$ cat config.mk
export PLATFORM = sky130hd
export DESIGN_NAME = stump_sequencer
export DESIGN_NICKNAME = d
export VERILOG_FILES = /design/src/rtl/stump_sequencer_pkg.sv /design/src/rtl/stump_sequencer_wait_watchdog.sv /design/src/rtl/stump_sequencer.sv
export SDC_FILE = /design/constraint.sdc
export NUM_CORES = 1
export LEC_CHECK = 0
export CAP_MARGIN = 40
export CORE_MARGIN = 2
export CORE_UTILIZATION = 40
export DETAILED_ROUTE_END_ITERATION = 16
export HOLD_SLACK_MARGIN = 0.1
export PLACE_DENSITY = 0.73
export SKIP_LAST_GASP = 1
export SYNTH_ARGS = -nofsm -noshare
export SYNTH_HDL_FRONTEND = slang
export SYNTH_SLANG_ARGS = --single-unit
$ cat constraint.sdc
create_clock -name clk_i -period 2.82 [get_ports clk_i]
set_input_delay 0.564 -clock clk_i [delete_from_list [all_inputs] [get_ports clk_i]]
set_output_delay 0.564 -clock clk_i [all_outputs]
set_load 0.05 [all_outputs]
$ cat src/rtl/stump_sequencer_pkg.sv
// Shared state codes and opcode constants for the Stump control sequencer.
// The state codes match what Stump_control_decode expects on its state input.
package stump_sequencer_pkg;

    localparam logic [1:0] FETCH_C   = 2'b00;
    localparam logic [1:0] EXECUTE_C = 2'b01;
    localparam logic [1:0] MEMORY_C  = 2'b10;

    localparam logic [2:0] OP_LDST = 3'b110;

    typedef enum logic [1:0] {
        ST_FETCH   = FETCH_C,
        ST_EXECUTE = EXECUTE_C,
        ST_MEMORY  = MEMORY_C
    } seq_state_e;

    function automatic logic is_ldst(input logic [15:0] ir);
        return ir[15:13] == OP_LDST;
    endfunction

endpackage

$ cat src/rtl/stump_sequencer_wait_watchdog.sv
// Memory wait-state counter for the Stump sequencer: counts stalled cycles,
// saturates at WAIT_MAX, and flags expiry when a stall would exceed it.
module stump_wait_watchdog #(
    parameter int unsigned WAIT_MAX = 15
) (
    input  logic clk_i,
    input  logic rst_n_i,
    input  logic count_en_i,
    input  logic clear_i,
    output logic wait_zero_o,
    output logic expire_o
);

    localparam int unsigned W = $clog2(WAIT_MAX + 1);
    localparam logic [W-1:0] MAX_C = W'(WAIT_MAX);

    logic [W-1:0] cnt_q, cnt_d;

    assign wait_zero_o = (cnt_q == '0);
    assign expire_o    = count_en_i && (cnt_q == MAX_C);

    always_comb begin
        cnt_d = cnt_q;
        if (clear_i || expire_o) begin
            cnt_d = '0;
        end else if (count_en_i && (cnt_q != MAX_C)) begin
            cnt_d = cnt_q + 1'b1;
        end
    end

    always_ff @(posedge clk_i or negedge rst_n_i) begin
        if (!rst_n_i) begin
            cnt_q <= '0;
        end else begin
            cnt_q <= cnt_d;
        end
    end

endmodule

$ cat src/rtl/stump_sequencer.sv
// Stump FETCH/EXECUTE/MEMORY sequencer with run/stop control and wait watchdog.
// Optional performance counters are built only when STUMP_SEQ_PERF_EN is defined.
//
// state   | meaning
// FETCH   | instruction fetch; run sampled here when no wait is pending
// EXECUTE | single decode/execute cycle; LD/ST continues to MEMORY
// MEMORY  | data access for LD/ST, held until mem_ready
module stump_sequencer
    import stump_sequencer_pkg::*;
#(
    parameter int unsigned WAIT_MAX = 15
`ifdef STUMP_SEQ_PERF_EN
    ,
    parameter int unsigned CNT_W = 16
`endif
) (
    input  logic        clk_i,
    input  logic        rst_n_i,
    input  logic        run_i,
    input  logic [15:0] ir_i,
    input  logic        mem_ready_i,
    output logic [1:0]  state_o,
    output logic        mem_req_o,
    output logic        ir_en_o,
    output logic        step_done_o,
    output logic        halted_o,
    output logic        timeout_err_o
`ifdef STUMP_SEQ_PERF_EN
    ,
    output logic [CNT_W-1:0] cycle_cnt_o,
    output logic [CNT_W-1:0] instr_cnt_o
`endif
);

    seq_state_e state_q, state_d;
    logic       halted_q, halted_d;
    logic       timeout_q, timeout_d;
    logic       halt_now;
    logic       at_boundary;
    logic       wait_zero;
    logic       expire;
    logic       count_en;
    logic       unused_ir;

    assign unused_ir = ^ir_i[12:0];

    stump_wait_watchdog #(
        .WAIT_MAX (WAIT_MAX)
    ) u_wait_watchdog (
        .clk_i       (clk_i),
        .rst_n_i     (rst_n_i),
        .count_en_i  (count_en),
        .clear_i     (state_d != state_q),
        .wait_zero_o (wait_zero),
        .expire_o    (expire)
    );

    // run only takes effect between instructions, i.e. in FETCH before any stall
    assign at_boundary = (state_q == ST_FETCH) && wait_zero;
    assign halt_now    = at_boundary ? (~run_i | timeout_q) : halted_q;
    assign count_en    = mem_req_o & ~mem_ready_i;

    always_comb begin
        state_d     = state_q;
        halted_d    = halt_now;
        timeout_d   = timeout_q;
        mem_req_o   = 1'b0;
        ir_en_o     = 1'b0;
        step_done_o = 1'b0;

        case (state_q)
            ST_FETCH: begin
                mem_req_o = ~halt_now;
                if (!halt_now && mem_ready_i) begin
                    ir_en_o = 1'b1;
                    state_d = ST_EXECUTE;
                end
            end
            ST_EXECUTE: begin
                if (is_ldst(ir_i)) begin
                    state_d = ST_MEMORY;
                end else begin
                    step_done_o = 1'b1;
                    state_d     = ST_FETCH;
                end
            end
            ST_MEMORY: begin
                mem_req_o = 1'b1;
                if (mem_ready_i) begin
                    step_done_o = 1'b1;
                    state_d     = ST_FETCH;
                end
            end
            default: begin
                state_d = ST_FETCH;
            end
        endcase

        // Expiry only happens with mem_ready low, so no ir_en/step_done to undo
        if (expire) begin
            state_d   = ST_FETCH;
            halted_d  = 1'b1;
            timeout_d = 1'b1;
        end
    end

    always_ff @(posedge clk_i or negedge rst_n_i) begin
        if (!rst_n_i) begin
            state_q   <= ST_FETCH;
            halted_q  <= 1'b1;
            timeout_q <= 1'b0;
        end else begin
            state_q   <= state_d;
            halted_q  <= halted_d;
            timeout_q <= timeout_d;
        end
    end

    assign state_o       = state_q;
    assign halted_o      = halt_now;
    assign timeout_err_o = timeout_q;

`ifdef STUMP_SEQ_PERF_EN
    logic [CNT_W-1:0] cycle_cnt_q, instr_cnt_q;

    always_ff @(posedge clk_i or negedge rst_n_i) begin
        if (!rst_n_i) begin
            cycle_cnt_q <= '0;
            instr_cnt_q <= '0;
        end else begin
            if (!halt_now) begin
                cycle_cnt_q <= cycle_cnt_q + 1'b1;
            end
            if (step_done_o) begin
                instr_cnt_q <= instr_cnt_q + 1'b1;
            end
        end
    end

    assign cycle_cnt_o = cycle_cnt_q;
    assign instr_cnt_o = instr_cnt_q;
`endif

endmodule
==> results of run 1 <==
[sequential cells by signal (all words and copies together) (netlist names)]
name	cells
halted_q	1
timeout_err_o	1
state_o	2
u_wait_watchdog.cnt_q	4
[cell type report]
class,instances,area share
Inverter,6,0.0274
Clock buffer,4,0.0319
Tap cell,16,0.0243
Timing Repair Buffer,14,0.201
Sequential cell,8,0.245
Multi-Input combinational cell,55,0.471
[final timing paths]
check,startpoint,end,depth (start not counted)
worst max-delay path,state_o[0],ir_en_o,6
worst min-delay path,timeout_err_o,timeout_err_o,1
worst max register to register,state_o[0],u_wait_watchdog.cnt_q[3],8
worst min register to register,timeout_err_o,timeout_err_o,1
max in group asynchronous,rst_n_i,halted_q,1
min in group asynchronous,rst_n_i,u_wait_watchdog.cnt_q[3],1
[timing repair]
item | 4_1_cts | 5_1_grt
endpoints found under the hold margin | 0 | 0
setup endpoints to repair | 0 | 1
resized for setup | 0 | 1
[routing by layer]
metal | up-vias | wire (um) | GRT usage
met1 | 260 | 598 | 0.214
met3 | 2 | 56 | 0.0681
met4 | 0 | 14 | 0.0182
li1 | 279 | - | -
met2 | 9 | 573 | 0.255
met5 | - | 0 | 0
[through the flow]
stage	utilization	instance area, sq um	hold WS [ps]	power (mW)	setup slack [ps]
final	0.560	823	480	0.906	183
after global routing	0.560	823	512	0.975	76.5
after CTS	0.558	821	490	0.915	111
after detailed placement	0.540	795	478	0.813	393
after global placement	0.540	795	472	0.804	390
after floorplan	-	609	268	0.591	245
[power groups by stage]
stage	clock (mW)	sequential, mW	combinational (mW)
finish	0.0960	0.185	0.624
global route	0.104	0.193	0.678
CTS	0.101	0.187	0.627
detailed placement	0	0.189	0.624
global placement	0	0.188	0.616
floorplan	0	0.214	0.378
[cells in the final DEF, fill, tap and decap left out, drive strengths merged, types with 2 or more instances in the layout]
cell / Yosys / layout
a21oi: 6 / 6
nor2: 4 / 4
nand4: 2 / 2
buf: 0 / 5
clkdlybuf4s50: 0 / 9
clkbuf: 0 / 4
nand2: 8 / 8
inv: 6 / 6
or3: 2 / 2
or2: 2 / 2
dfrtp: 7 / 7
o21ai: 4 / 4
nor3: 3 / 3
nand3: 4 / 4
ha: 6 / 6
[kinds of logic (layout without fill, tap and decap cells)]
family | count (synthesis) | after routing | share of synthesized area
multiplexers | 1 | 1 | 0.0370
AO/OA/AOI/OAI | 15 | 15 | 0.164
AND/OR/NAND/NOR | 33 | 33 | 0.308
adder cells (fa/ha/maj) | 6 | 6 | 0.123
flip-flops | 8 | 8 | 0.331
buffers and inverters | 6 | 24 | 0.0370
==> impl_metrics.toml, run 1 <==
[status]
status = "complete, no violations"

[worst_setup_path]
slowest_stage = "dfrtp_1"
crit_required_ps = 2260
crit_fanout = 8
end_kind = "output port"
rrSetupSlack_ps = 590
crit_buf_inv = 2
critPathTopFamily = "simple AND/OR/NAND/NOR gates"
cpPeakStageDelay_ps = 450
criticalPathCategory = "reg2out"
cp_cell_sequence = "inv_1 > ha_2 > and4bb_4 > mux2i_4 > and3_2 > buf_12"
crit_path_start_kind = "flop"
arrival_ps = 2070

[sta]
fin_skew_ps = 13.5
rsz0062_at_grt = "false"
max-slew-margin-rel = 0.671
hold_violations = 0
period_minus_slack_ps = 2640
tightest_slew_ps = 492
fin_crit_sh = 0.935
setup_viol = 0
setup-tns-final_ps = 0
max_freq_mhz = 379
slew_viol_final = 0

[power_and_ir_drop]
power.internal_mw = 0.480
powerDensity_nw_per_um2 = 1100
seq_power_share = 0.205
pwr-share-comb = 0.689
clockPowerShare = 0.106
ir_drop_v = 0.000575
power.leakage_nw = 0.360
sw_frac_of_total = 0.470
switching_power_mw = 0.426

[layout]
multiInputGateArea_sq_um = 388
drive_gt1_frac = 0.195
num_antenna_cells = 0
fin_nets = 114
regArea_sq_um = 201
finalNonFillerCells = 103
area_growth_pct = 35.1
nFillCells = 142

[clock_tree]
root_buffer = "clkbuf_4"
worstSkewPairLatency_ps = 260
h-tree-depth = 1
cts_tree = "built"
cts_num_sinks = 8
path_clk_slew_ps = 50
cts_buffers = 3
postCtsHoldBufs = 0
clock_path_buffers = 2
cts_setup_buffers = 0

[drt]
drt-wirelength-per-cell_um = 12.1
drc = 0
vias_per_cell = 5.34
ant_nets = 0
routed_wl_mm = 1.24
dr.pass1.iters = 3
dr.first_iter.drc_count = 2
vias = 550

[yosys]
ys_types = 28
synth_area_sq_um = 609
ys_seq_elements = 8
synth_area_leaders = "dfrtp_1, ha_1, nand2_1, dfstp_2, a21oi_1"
synth_fp_nets = 95
synth_cells = 69
synthTopCellsByCount = "nand2_1, dfrtp_1, ha_1, inv_1, a21oi_1"
yosysTopAreaCell = "dfrtp_1"
synthFlopType = "dfrtp_1"
synth.top_cell.area_share = 0.287
async_flop_share = 1.00
avgSynthCellArea_sq_um = 8.83
synth_seq_area_share = 0.331
yosys_warnings = 0
synth_edf_count = 0
yosysMostFrequentCell = "nand2_1"

[job]
maxCapViolCount = 0

[placement]
hpwl_um = 948
portBuffers = 13
place.gp.congestion = 0.687
post-place-cells = 99

[die]
dieWidth_um = 43.0
die-area_sq_um = 1850
core_sq_um = 1470
rows = 14
ios = 27
start_util = 0.414
dieHeight_um = 43.0

[grt]
grt_max_degree = 10
grt_overflow = 0
track_usage = 0.162
grt_pass1_vias = 542
antenna_found_initial = 0
grt_first_pass_wirelength_mm = 2.27

[min_path]
min_path_type = "reg2reg"
No activity file was read; power rests on OpenSTA's default activity.
==> run 2: changes to the inputs <==
--- a/config.mk
+++ b/config.mk
@@ -5,12 +5,13 @@
 export SDC_FILE = /design/constraint.sdc
 export NUM_CORES = 1
 export LEC_CHECK = 0
+export ABC_AREA = 1
 export CAP_MARGIN = 40
 export CORE_MARGIN = 2
 export CORE_UTILIZATION = 40
 export DETAILED_ROUTE_END_ITERATION = 16
 export HOLD_SLACK_MARGIN = 0.1
-export PLACE_DENSITY = 0.73
+export PLACE_DENSITY = 0.7
 export SKIP_LAST_GASP = 1
 export SYNTH_ARGS = -nofsm -noshare
 export SYNTH_HDL_FRONTEND = slang
==> run 2 against run 1 <==
Power shrank 75%. Worst hold slack better by 24 ps. Clock skew is 6.8 ps lower. Die area up 17%. Via count increased by 9.1%. Fmax rose by 9.5%. Count of clock-buffer cells in the layout is the same. Final area rose by 12%. Critical path depth rose by 4. Final cell count grew 23%. Synthesized cell count is 23% higher. Utilization shrank 1.8 points. Largest power group is now registers. Highest routed layer is now met3.
==> impl_metrics.toml, run 2 <==
[status]
status = "complete, no violations"

[yosys]
synth_edf_count = 0
yosysTopAreaCell = "dfrtp_1"
synth_area_leaders = "dfrtp_1, ha_1, nand2_1, nand4_1, inv_1"
yosysMostFrequentCell = "nand2_1"
synthTopCellsByCount = "nand2_1, inv_1, nand4_1"
synth.top_cell.area_share = 0.243
async_flop_share = 1.00
synth_seq_area_share = 0.279
synth_cells = 85
yosys_warnings = 0
synth_area_sq_um = 722
synthFlopType = "dfrtp_1"
synth_fp_nets = 111
ys_seq_elements = 8
avgSynthCellArea_sq_um = 8.49
ys_types = 23

[sta]
max_freq_mhz = 415
slew_viol_final = 0
rsz0062_at_grt = "false"
timing.final.ws_setup_ps = 413
setup-tns-final_ps = 0
setup_viol = 0
tightest_slew_ps = 490
period_minus_slack_ps = 2410
max-slew-margin-rel = 0.672
hold_violations = 0
fin_skew_ps = 6.66
fin_crit_sh = 0.854

[grt]
met2_usage = 0.239
grt_pass1_vias = 556
track_usage = 0.160
grtUsageMet1 = 0.211
grt_max_degree = 9
grt_first_pass_wirelength_mm = 2.43
grt_busiest_layer = "met2"
antenna_found_initial = 0
met3_usage = 0.0706
grt_overflow = 0

[layout]
drive_gt1_frac = 0.294
multiInputGateArea_sq_um = 439
top_register = "u_wait_watchdog.cnt_q"
final_common_cell = "nand2_1"
largest_reg_flops = 4
final_cell_mix = "nand2_1, inv_1, nand4_1, clkdlybuf4s50_1, dfrtp_1"
num_antenna_cells = 0
nFillCells = 156
area_growth_pct = 28.1
fin_nets = 129
regArea_sq_um = 201

[clock_tree]
cts-resized-gates = 0
root_buffer = "clkbuf_4"
worstSkewPairLatency_ps = 250
clock_path_buffers = 2
cts_buffers = 3
cts_setup_buffers = 0
h-tree-depth = 1
path_clk_slew_ps = 50
cts_tree = "built"
cts_num_sinks = 8
postCtsHoldBufs = 0

[die]
start_util = 0.423
dieHeight_um = 46.5
rows = 15
dieWidth_um = 46.5
core_sq_um = 1710
die-area_sq_um = 2160
ios = 27

[placement]
post-place-ws_ps = 565
place.gp.congestion = 0.754
portBuffers = 13
hpwl_mm = 1.11

[power_and_ir_drop]
powerDensity_nw_per_um2 = 241
ir_drop_v = 0.000233
power.leakage_nw = 0.475

[worst_setup_path]
crit_fanout = 6
rr_startpoint = "state_o[0]"
arrival_ps = 1840
crit_required_ps = 2260
criticalPathCategory = "reg2out"
crit_path_start_kind = "flop"
rrSetupSlack_ps = 780
ff2ff_path_depth = 11
end_kind = "output port"
r2r-end = "u_wait_watchdog.cnt_q[3]"

[drt]
dr.pass1.iters = 4
vias = 600
dr.first_iter.drc_count = 10
routed_wl_mm = 1.34
drt-wirelength-per-cell_um = 10.5
ant_nets = 0
vias_per_cell = 4.72
drc = 0

[job]
maxCapViolCount = 0

[min_path]
hold_end = "timeout_err_o"
min_path_type = "reg2reg"
hp-start = "timeout_err_o"
min_delay_path_depth = 2
## run 2: changes by cell type in the layout (fill, tap and decap cells not counted), sizes merged, moves of 2 or more
cell / before / now
a21oi: 6 / 0
or3: 2 / 0
inv: 6 / 14
or2: 2 / 0
o21ai: 4 / 0
xor2: 0 / 2
nand3: 4 / 9
nand2: 8 / 26
nand4: 2 / 11
nor3: 3 / 0
## run 2: cells by family after synthesis
family	share of synthesized area
simple gates	0.444
buf+inv	0.113
flops	0.279
fa+ha+maj	0.104
compound gates	0.0364
xor+xnor	0.0243
## run 2: layout make-up
class                      instances  share of cell area
clock buffer                       4              0.0284
inverter                          16              0.0880
multi-input combinational         61               0.475
sequential                         8               0.218
tap                               25              0.0338
timing repair buffer              13               0.157
## run 2: metal layers
layer / share of wire / vias to the layer above
li1: - / 315
met4: 0 / 0
met1: 0.45 / 276
met5: 0 / -
met3: 0.040 / 0
met2: 0.51 / 9
## run 2: where the power goes
group	switching (mW)	leakage, nW	internal, mW
clock	0.0372	0.0150	0.0540
sequential	0	0.103	0.115
combinational	0.00593	0.356	0.0103
total	0.0432	0.475	0.179
## run 2: how the worst max path moves through the flow
stage	endpoint	startpoint	slack [ps]	cells past startpoint
5_1_grt	ir_en_o	state_o[0]	210	10
2_1_floorplan	step_done_o	state_o[0]	320	3
6_report	ir_en_o	state_o[0]	410	10
3_5_place_dp	ir_en_o	run_i	570	8
3_3_place_gp	ir_en_o	run_i	580	8
4_1_cts	ir_en_o	state_o[0]	390	10
## run 2: metrics by stage
stage          total power [mW]   util  instance area (sq um)  cells  hold slack (ps)
6_report                  0.222  0.541                    925    127              503
5_1_grt                   0.239  0.541                    925    127              552
4_1_cts                   0.227  0.541                    925    127              510
3_5_place_dp              0.133  0.526                    898    123              497
3_3_place_gp              0.133  0.526                    898    123              490
2_1_floorplan             0.121      -                    722     85              268
## run 2: worst max-delay path, cell delays in order, from the launching register on
cell and delay, ps:
dfrtp_1 450, inv_1 120, ha_1 270, nand2_1 80, clkinv_1 100, nand2_2 90, nand2_1 50, nand2_1 70
nand3_1 100, inv_1 110, buf_12 140
==> run 3: changes to the inputs <==
--- a/config.mk
+++ b/config.mk
@@ -10,8 +10,9 @@
 export CORE_MARGIN = 2
 export CORE_UTILIZATION = 40
 export DETAILED_ROUTE_END_ITERATION = 16
+export DONT_BUFFER_PORTS = 1
 export HOLD_SLACK_MARGIN = 0.1
-export PLACE_DENSITY = 0.7
+export PLACE_DENSITY = 0.5
 export SKIP_LAST_GASP = 1
 export SYNTH_ARGS = -nofsm -noshare
 export SYNTH_HDL_FRONTEND = slang
==> run 3 against run 2 <==
First-iteration DRC count down 70%. Critical endpoint unchanged. Global-route usage is 0.96 points lower. Clock power rose by 5.3%. Final area fell by 11%. Non-clock buffer count decreased by 8. Sequential power hardly changed. Wire length up 0.37%. Critical path depth decreased by 1. Die area did not move. Via count shrank 6.2%.
==> impl_metrics.toml, run 3 (synthesis gave the netlist of run 2 again) <==
[status]
status = "complete, no violations"

[sta]
tightest_slew_ps = 487
setup-tns-final_ps = 0
hold_violations = 0
setup_viol = 0
period_minus_slack_ps = 2360
max-slew-margin-rel = 0.675
fin_skew_ps = 0.784
rsz0062_at_grt = "false"
max_freq_mhz = 424
fin_crit_sh = 0.837
slew_viol_final = 0

[clock_tree]
h-tree-depth = 1
cts_buffers = 3
path_clk_slew_ps = 50
root_buffer = "clkbuf_4"
clock_path_buffers = 2
cts_tree = "built"
worstSkewPairLatency_ps = 260
cts_num_sinks = 8

[drt]
drt-wirelength-per-cell_um = 11.3
drc = 0
dr.pass1.iters = 3
vias_per_cell = 4.73
dr.first_iter.drc_count = 3
ant_nets = 0
routed_wl_mm = 1.34
vias = 563

[layout]
top_register = "u_wait_watchdog.cnt_q"
num_antenna_cells = 0
drive_gt1_frac = 0.319
final_common_cell = "nand2_1"
nFillCells = 174
fin_util = 0.480
final_cell_mix = "nand2_1, inv_1, nand4_1"
area_growth_pct = 13.5
largest_reg_flops = 4
fin_nets = 121

[grt]
antenna_found_initial = 0
grt_pass1_vias = 552
grt_overflow = 0
track_usage = 0.150
grt_max_degree = 9
grt_first_pass_wirelength_mm = 2.25

[worst_setup_path]
crit_required_ps = 2260
crit_path_start_kind = "flop"
criticalPathCategory = "reg2out"
arrival_ps = 1800
end_kind = "output port"
rrSetupSlack_ps = 820
crit_fanout = 4

[power_and_ir_drop]
powerDensity_nw_per_um2 = 267
clockPowerShare = 0.439
power.leakage_nw = 0.439
power.internal_mw = 0.173
seq_power_share = 0.525
ir_drop_v = 0.000283
switching_power_mw = 0.0455
sw_frac_of_total = 0.208
pwr-share-comb = 0.036

[placement]
portBuffers = 0
hpwl_mm = 1.10
place.gp.congestion = 0.724

[die]
start_util = 0.423
dieHeight_um = 46.5
dieWidth_um = 46.5
rows = 15
core_sq_um = 1710
ios = 27
die-area_sq_um = 2160

[min_path]
min_path_type = "in2async"

[job]
maxCapViolCount = 0
==> run 3: final timing paths <==
check / from / endpoint / cells past startpoint
worst max-delay path: state_o[0] / ir_en_o / 9
worst min-delay path: rst_n_i / halted_q / 0
worst max register to register: state_o[0] / u_wait_watchdog.cnt_q[2] / 12
worst min register to register: u_wait_watchdog.cnt_q[1] / u_wait_watchdog.cnt_q[1] / 2
max in group asynchronous: rst_n_i / u_wait_watchdog.cnt_q[2] / 1
min in group clk_i: u_wait_watchdog.cnt_q[1] / u_wait_watchdog.cnt_q[1] / 2
==> run 3: metal layers <==
metal,GRT usage,part of all wire,routed length [um]
met1,0.188,0.47,637
met2,0.244,0.47,629
met3,0.0667,0.052,70
met4,0.0171,0.0052,7
met5,0,0,0
==> run 3: worst max-delay path, stage by stage (launching register included) <==
cell,delay (ps)
dfrtp_1,340
inv_1,80
ha_1,260
nand2_1,90
clkinv_1,100
nand2_2,90
nand2_1,50
nand2_1,100
nand3_1,100
inv_1,340
==> run 3: what timing repair did <==
action / in CTS / in global routing
buffers inserted: 0 / 0
hold buffers: 1 / 0
resized for setup: 0 / 0
setup endpoints to repair: 0 / 0
hold endpoints to repair: 7 / 0
==> run 3: metrics by stage <==
| stage | setup slack (ps) | power (mW) | instance area (sq um) | hold slack, ps | instances |
|---|---|---|---|---|---|
| 4_1_cts | 440 | 0.222 | 820 | 141 | 119 |
| 5_1_grt | 291 | 0.229 | 820 | 128 | 119 |
| 2_1_floorplan | 317 | 0.121 | 722 | 268 | 85 |
| 3_5_place_dp | 727 | 0.122 | 783 | 269 | 114 |
| 6_report | 461 | 0.219 | 820 | 143 | 119 |
| 3_3_place_gp | 769 | 0.122 | 783 | 269 | 114 |
==> run 3: cell type report <==
cell class / instances / area [sq um] / share of cell area
clock buffer: 4 / 26.3 / 0.0321
inverter: 16 / 81.3 / 0.0992
multi-input combinational: 61 / 439 / 0.536
sequential: 8 / 201 / 0.246
tap: 25 / 31.3 / 0.0382
timing repair buffer: 5 / 40.0 / 0.0489
==> run 3: power by group through the flow <==
stage          clock network (mW)  logic (mW)  registers, mW
3_3_place_gp                    0     0.00468          0.117
2_1_floorplan                   0     0.00451          0.117
4_1_cts                    0.0988     0.00793          0.115
3_5_place_dp                    0     0.00480          0.117
5_1_grt                     0.105     0.00875          0.115
6_report                   0.0960     0.00787          0.115
